`src/rtl/alu_pkg.sv`:
```
// -----------------------------------------------------------------------------
// alu_pkg
//   Definitions shared by the ALU command queue and its neighbours.
//   - OP_W      : opcode width
//   - alu_op_e  : the eight ALU opcodes (OP_MUL .. OP_GT)
//   - cmd_w()   : width of one packed queue entry {op, a, b, tag}
//   - is_div_op : true for opcodes that divide by operand b
// -----------------------------------------------------------------------------
package alu_pkg;

    localparam int OP_W = 3;

    typedef enum logic [OP_W-1:0] {
        OP_MUL = 3'b000,
        OP_ADD = 3'b001,
        OP_SUB = 3'b010,
        OP_DIV = 3'b011,
        OP_MOD = 3'b100,
        OP_SHL = 3'b101,
        OP_SHR = 3'b110,
        OP_GT  = 3'b111
    } alu_op_e;

    function automatic int cmd_w(input int data_w, input int tag_w);
        return OP_W + 2 * data_w + tag_w;
    endfunction

    function automatic logic is_div_op(input logic [OP_W-1:0] op);
        return (op == OP_DIV) || (op == OP_MOD);
    endfunction

endpackage

```
`src/rtl/sync_fifo.sv`:
```
// -----------------------------------------------------------------------------
// sync_fifo
//   Single-clock in-order FIFO with an occupancy counter.
//   Ports:
//     clk, rst_n  : clock, asynchronous active-low reset
//     push, wdata : write request and data (ignored while full)
//     pop         : read request (ignored while empty)
//     rdata       : head entry, combinational; all zeros while empty
//     count       : current occupancy, 0 .. DEPTH
//     full, empty : occupancy flags
//   DEPTH must be a power of two so the pointers wrap naturally.
// -----------------------------------------------------------------------------
module sync_fifo #(
    parameter int WIDTH = 8,
    parameter int DEPTH = 4
) (
    input  logic                     clk,
    input  logic                     rst_n,
    input  logic                     push,
    input  logic                     pop,
    input  logic [WIDTH-1:0]         wdata,
    output logic [WIDTH-1:0]         rdata,
    output logic [$clog2(DEPTH):0]   count,
    output logic                     full,
    output logic                     empty
);

    localparam int PTR_W = $clog2(DEPTH);
    localparam logic [PTR_W:0] FULL_CNT = (PTR_W + 1)'(DEPTH);

    logic [WIDTH-1:0] mem [DEPTH];
    logic [PTR_W-1:0] wr_ptr;
    logic [PTR_W-1:0] rd_ptr;
    logic             do_push;
    logic             do_pop;

    assign full    = (count == FULL_CNT);
    assign empty   = (count == '0);
    // A full FIFO refuses pushes even when a pop frees a slot in the same cycle.
    assign do_push = push && !full;
    assign do_pop  = pop && !empty;
    assign rdata   = empty ? '0 : mem[rd_ptr];

    always_ff @(posedge clk) begin
        if (do_push) begin
            mem[wr_ptr] <= wdata;
        end
    end

    always_ff @(posedge clk or negedge rst_n) begin
        if (!rst_n) begin
            wr_ptr <= '0;
            rd_ptr <= '0;
            count  <= '0;
        end else begin
            if (do_push) begin
                wr_ptr <= wr_ptr + 1'b1;
            end
            if (do_pop) begin
                rd_ptr <= rd_ptr + 1'b1;
            end
            case ({do_push, do_pop})
                2'b10:   count <= count + 1'b1;
                2'b01:   count <= count - 1'b1;
                default: count <= count;
            endcase
        end
    end

endmodule

```
`src/rtl/alu_cmd_queue.sv`:
```
// -----------------------------------------------------------------------------
// alu_cmd_queue
//   Command buffer in front of the 8-op ALU. Commands {op, a, b} arrive over a
//   valid/ready handshake, are tagged with a wrapping sequence number, held in
//   order, and the head is offered to the ALU over a second handshake.
//   Ports:
//     clk, rst_n                 : clock, asynchronous active-low reset
//     in_valid/in_ready          : upstream handshake
//     in_op, in_a, in_b          : upstream command
//     out_valid/out_ready        : ALU-side handshake
//     out_op, out_a, out_b       : head command (zeros when not valid)
//     out_tag                    : head sequence tag
//     count                      : current occupancy
//     err_div0, err_tag          : divide-by-zero drop pulse and dropped tag
//   Build option ALU_CMD_DIV0_DROP_EN: a head DIV/MOD command with b == 0 is
//   discarded instead of presented, and reported one cycle later on
//   err_div0/err_tag. Without it err_div0/err_tag are tied to 0.
// -----------------------------------------------------------------------------
module alu_cmd_queue
    import alu_pkg::*;
#(
    parameter int DATA_W = 4,
    parameter int DEPTH  = 4,
    parameter int TAG_W  = 3
) (
    input  logic                   clk,
    input  logic                   rst_n,
    input  logic                   in_valid,
    output logic                   in_ready,
    input  logic [OP_W-1:0]        in_op,
    input  logic [DATA_W-1:0]      in_a,
    input  logic [DATA_W-1:0]      in_b,
    output logic                   out_valid,
    input  logic                   out_ready,
    output logic [OP_W-1:0]        out_op,
    output logic [DATA_W-1:0]      out_a,
    output logic [DATA_W-1:0]      out_b,
    output logic [TAG_W-1:0]       out_tag,
    output logic [$clog2(DEPTH):0] count,
    output logic                   err_div0,
    output logic [TAG_W-1:0]       err_tag
);

    localparam int CMD_W = cmd_w(DATA_W, TAG_W);

    logic [TAG_W-1:0]  tag_cnt;
    logic              push;
    logic              pop;
    logic              full;
    logic              empty;
    logic [CMD_W-1:0]  wr_cmd;
    logic [CMD_W-1:0]  head_cmd;
    logic [OP_W-1:0]   head_op;
    logic [DATA_W-1:0] head_a;
    logic [DATA_W-1:0] head_b;
    logic [TAG_W-1:0]  head_tag;
    logic              head_drop;

    assign in_ready = !full;
    assign push     = in_valid && in_ready;
    assign wr_cmd   = {in_op, in_a, in_b, tag_cnt};
    assign {head_op, head_a, head_b, head_tag} = head_cmd;

    sync_fifo #(
        .WIDTH (CMD_W),
        .DEPTH (DEPTH)
    ) u_fifo (
        .clk   (clk),
        .rst_n (rst_n),
        .push  (push),
        .pop   (pop),
        .wdata (wr_cmd),
        .rdata (head_cmd),
        .count (count),
        .full  (full),
        .empty (empty)
    );

`ifdef ALU_CMD_DIV0_DROP_EN
    // An offending head is hidden from the ALU and popped in the same cycle,
    // so consecutive offenders produce one error pulse per cycle.
    assign head_drop = !empty && is_div_op(head_op) && (head_b == '0);

    always_ff @(posedge clk or negedge rst_n) begin
        if (!rst_n) begin
            err_div0 <= 1'b0;
            err_tag  <= '0;
        end else begin
            err_div0 <= head_drop;
            if (head_drop) begin
                err_tag <= head_tag;
            end
        end
    end
`else
    assign head_drop = 1'b0;
    assign err_div0  = 1'b0;
    assign err_tag   = '0;
`endif

    assign out_valid = !empty && !head_drop;
    assign pop       = (out_valid && out_ready) || head_drop;

    assign out_op  = out_valid ? head_op  : '0;
    assign out_a   = out_valid ? head_a   : '0;
    assign out_b   = out_valid ? head_b   : '0;
    assign out_tag = out_valid ? head_tag : '0;

    always_ff @(posedge clk or negedge rst_n) begin
        if (!rst_n) begin
            tag_cnt <= '0;
        end else if (push) begin
            tag_cnt <= tag_cnt + 1'b1;
        end
    end

endmodule
```
`config.mk`:
```
export PLATFORM = sky130hd
export DESIGN_NAME = alu_cmd_queue
export DESIGN_NICKNAME = d
export VERILOG_FILES = /design/src/rtl/alu_pkg.sv /design/src/rtl/sync_fifo.sv /design/src/rtl/alu_cmd_queue.sv
export SDC_FILE = /design/constraint.sdc
export NUM_CORES = 1
export LEC_CHECK = 0
export CAP_MARGIN = 20
export CORE_MARGIN = 10
export CORE_UTILIZATION = 40
export CTS_CLUSTER_DIAMETER = 30
export DETAILED_ROUTE_END_ITERATION = 8
export GPL_TIMING_DRIVEN = 0
export HOLD_SLACK_MARGIN = 0.06
export PLACE_DENSITY = 0.65
export SLEW_MARGIN = 20
export SYNTH_ARGS = -nofsm -noshare
export SYNTH_HDL_FRONTEND = slang
export SYNTH_HIERARCHICAL = 1
export SYNTH_SLANG_ARGS = --single-unit
export TNS_END_PERCENT = 10
```
`constraint.sdc`:
```
create_clock -name clk -period 3.2 [get_ports clk]
set_clock_uncertainty 0.15 [all_clocks]
set_input_delay 0.64 -clock clk [delete_from_list [all_inputs] [get_ports clk]]
set_output_delay 0.64 -clock clk [all_outputs]
set_load 0.02 [all_outputs]
```
==> metrics.md <==
| Metric | Value |
|---|---|
| Outcome | `complete, no violations` |
| Placed insts | `293` |
| Via density | `about 4.7` |
| Maxcap violations | `0` |
| Synth Area per Inst | `18.5 um2` |
| Routability Congestion | `around 0.65` |
| GRT overflow | `0` |
| Via count | `1,448` |
| Post-synth top flop | `edfxtp_1` |
| Post-synth cell types | `26` |
| Area delta synth->final | `24.0%` |
| Synth area leader | `edfxtp_1` |
| Clock Pin Slew Worst Setup and Hold Paths | `0.07 ns` |
| Yosys warns | `6` |
| Fmax | `323 MHz` |
| Critical path's slowest cell | `clkdlybuf4s50_1` |
| Residual DRC count | `0` |
| Post-layout util | `0.505` |
| RSZ-0062 raised after global routing | `no` |
| Power Density | `1040 nW/um2` |
| Cell Area, Placed | `3390 um2` |
| Sink Count | `66` |
| Pre-antenna DRT Iters | `4` |
| DP HPWL | `3350 um` |
| H-tree Lvls | `3` |
| Yosys top cell area share | `0.576` |
| Share of layout cells above drive strength 1 | `0.218` |
| Root Driver | `clkbuf_8` |
| Largest net degree at the start of global routing | `17` |
| Initial antenna violation count | `0` |
| Slew Viols, Final | `0` |
| Fin area | `3620 um2` |
| Die H | `105 um` |
| CTS Buf Count | `9` |
| Vias in the first global route | `1,574` |
| HP Class | `register to register` |
| Final setup viols | `0` |
| CP cell instances | `buf_6, buf_12, mux4_2, nor2b_4, nor2b_1, clkdlybuf4s50_1` |
| Worst slew pin tran | `0.829 ns` |
| Setup TNS | `0 ns` |
| Setup WS pre-CTS | `0.0663 ns` |
| GRT Util Overall | `0.0940` |
| Setup WS post-layout | `0.101 ns` |
| Async set-reset flop share out of synthesis | `0.152` |
| Max incr delay on CP | `0.55 ns` |
| Sequential share of the synthesized area | `0.662` |
| Post-synthesis register bit count | `66` |
| Worst Setup End Kind | `output port` |
| CTS Buffer Depth | `2` |
| Initial DRC count | `30` |
| Final Cycle Share | `0.968` |
| Relative slew slack | `0.447` |
| Die Area | `11,100 um2` |
| Ports | `38` |
| Crit path launch type | `register` |
| Top cells by count, synth | `edfxtp_1 (56), nor2b_1 (22), dfrtp_1 (10), nor2b_4 (9)` |
| Worst Path Max Fanout | `10` |
| Peak VDD IR | `0.287 mV` |
| Port Buf Inserts | `33` |
| Layout net count | `around 230` |
| Die X | `105 um` |
| Crit path DAT | `2.31 ns` |
| Most frequent cell after synthesis | `edfxtp_1` |
| Final hold vios | `0` |
| Largest cells by area after synthesis | `edfxtp_1 (58%), dfrtp_1 (8.6%), mux4_2 (6.2%), mux4_1 (5.4%), nor2b_1 (4.7%)` |
| Number of flops mapped to enable cells by yosys | `56` |
| CTS tree | `done` |
| Total Wirelength | `approximately 4900 um` |
| Latest clock arrival within the worst-skew pair | `around 0.33 ns` |
| LEAKAGE | `1.34 nW` |
| Rows | `31` |
| Finished Layout Cells | `310` |
| Area of the core | `slightly above 7000 um2` |
| Crit path required time | `2.41 ns` |
| CP Class | `register to output port` |
| Fin crit period | `between 3 and 4 ns` |
| Post-route antenna net violation count | `0` |
| First-pass GRT wire length | `8160 um` |
| Synth Cell Area | `about 3000 um2` |
| Wire length per cell | `~16 um` |
| # diodes | `0` |
| Starting Density | `0.407` |
| Gate Count Post-Synth | `158` |
[logic make-up (layout without fill, tap and decap cells)]
group | after synthesis | in the layout | share of synthesized area
flip-flops | 66 | 66 | 0.662
AND/OR/NAND/NOR | 42 | 42 | 0.115
multiplexers | 17 | 17 | 0.128
buffers and inverters | 17 | 67 | 0.0373
XOR/XNOR | 8 | 8 | 0.0240
adder cells (fa/ha/maj) | 7 | 7 | 0.0326
other | 1 | 4 | 0.00128
[registers in the layout, indices dropped and copies added (netlist names)]
signal,count
u_fifo/mem,56
u_fifo/wr_ptr,2
u_fifo/rd_ptr,2
tag_cnt,3
u_fifo/count,3
[repair_timing]
action,4_1_cts,5_1_grt
hold buffers,0,0
setup endpoints to repair,15,0
buffers inserted,1,0
resized for setup,2,0
[critical path: cells and delay by family, from the launching register on]
family / cells / cell delay [ns]
mux: 1 / 0.50
buf+inv: 3 / 0.86
simple gates: 2 / 0.27
flops: 1 / 0.35
[layout by cell type (no fill, tap or decap), drive strengths merged]
cell,count
clkdlybuf4s50,33
xor2,5
buf,10
and2,4
inv,8
nor3,1
mux2i,1
clkinvlp,3
nor3b,1
dfrtp,10
nand3b,1
edfxtp,56
mux2,2
bufinv,2
nor2,2
clkbuf,10
nor2b,32
mux4,14
conb,4
ha,6
fa,1
nand2,1
clkinv,1
xnor2,3
[cell type report]
type / instances / area, um2
flip-flops and latches: 66 / 1930
plain buffers: 9 / 82.6
inverters: 8 / 30.0
well taps: 99 / 124
fillers: 597 / 3550
clock buffers: 10 / 128
multi-input cells: 78 / 897
repair buffers: 34 / 338
clock inverters: 6 / 91.3
[per-layer routing]
layer  up-vias  share of wire  global-route usage
met5         -              0                   0
met4         0          0.010              0.0529
met3         7          0.053              0.0286
met2        31           0.53               0.166
met1       738           0.40              0.0970
li1        672              -                   -
[final timing paths]
| check | startpoint | end | slack (ns) | depth (start not counted) |
|---|---|---|---|---|
| worst min register to register | tag_cnt[2] | tag_cnt[2] | 0.38 | 1 |
| min in group asynchronous | rst_n | u_fifo/count[1] | 0.48 | 1 |
| worst min-delay path | tag_cnt[2] | tag_cnt[2] | 0.38 | 1 |
| worst max-delay path | u_fifo/rd_ptr[0] | out_op[1] | 0.10 | 6 |
| max in group asynchronous | rst_n | tag_cnt[1] | 2.08 | 1 |
| worst max register to register | u_fifo/count[0] | u_fifo/count[2] | 0.70 | 10 |
[through the flow]
stage / power, mW / hold slack [ns]
after floorplan: 2.44 / 0.194
after global placement: 3.02 / 0.364
after detailed placement: 3.05 / 0.372
after CTS: 3.82 / 0.388
after global routing: 3.99 / 0.427
final: 3.75 / 0.384
[where the power goes]
group / internal, mW / switching (mW) / total, mW
Clock: 0.440 / 0.308 / 0.748
Combinational: 0.891 / 0.798 / 1.69
Sequential: 1.20 / 0.119 / 1.32
(Power assumes the default switching activity.)
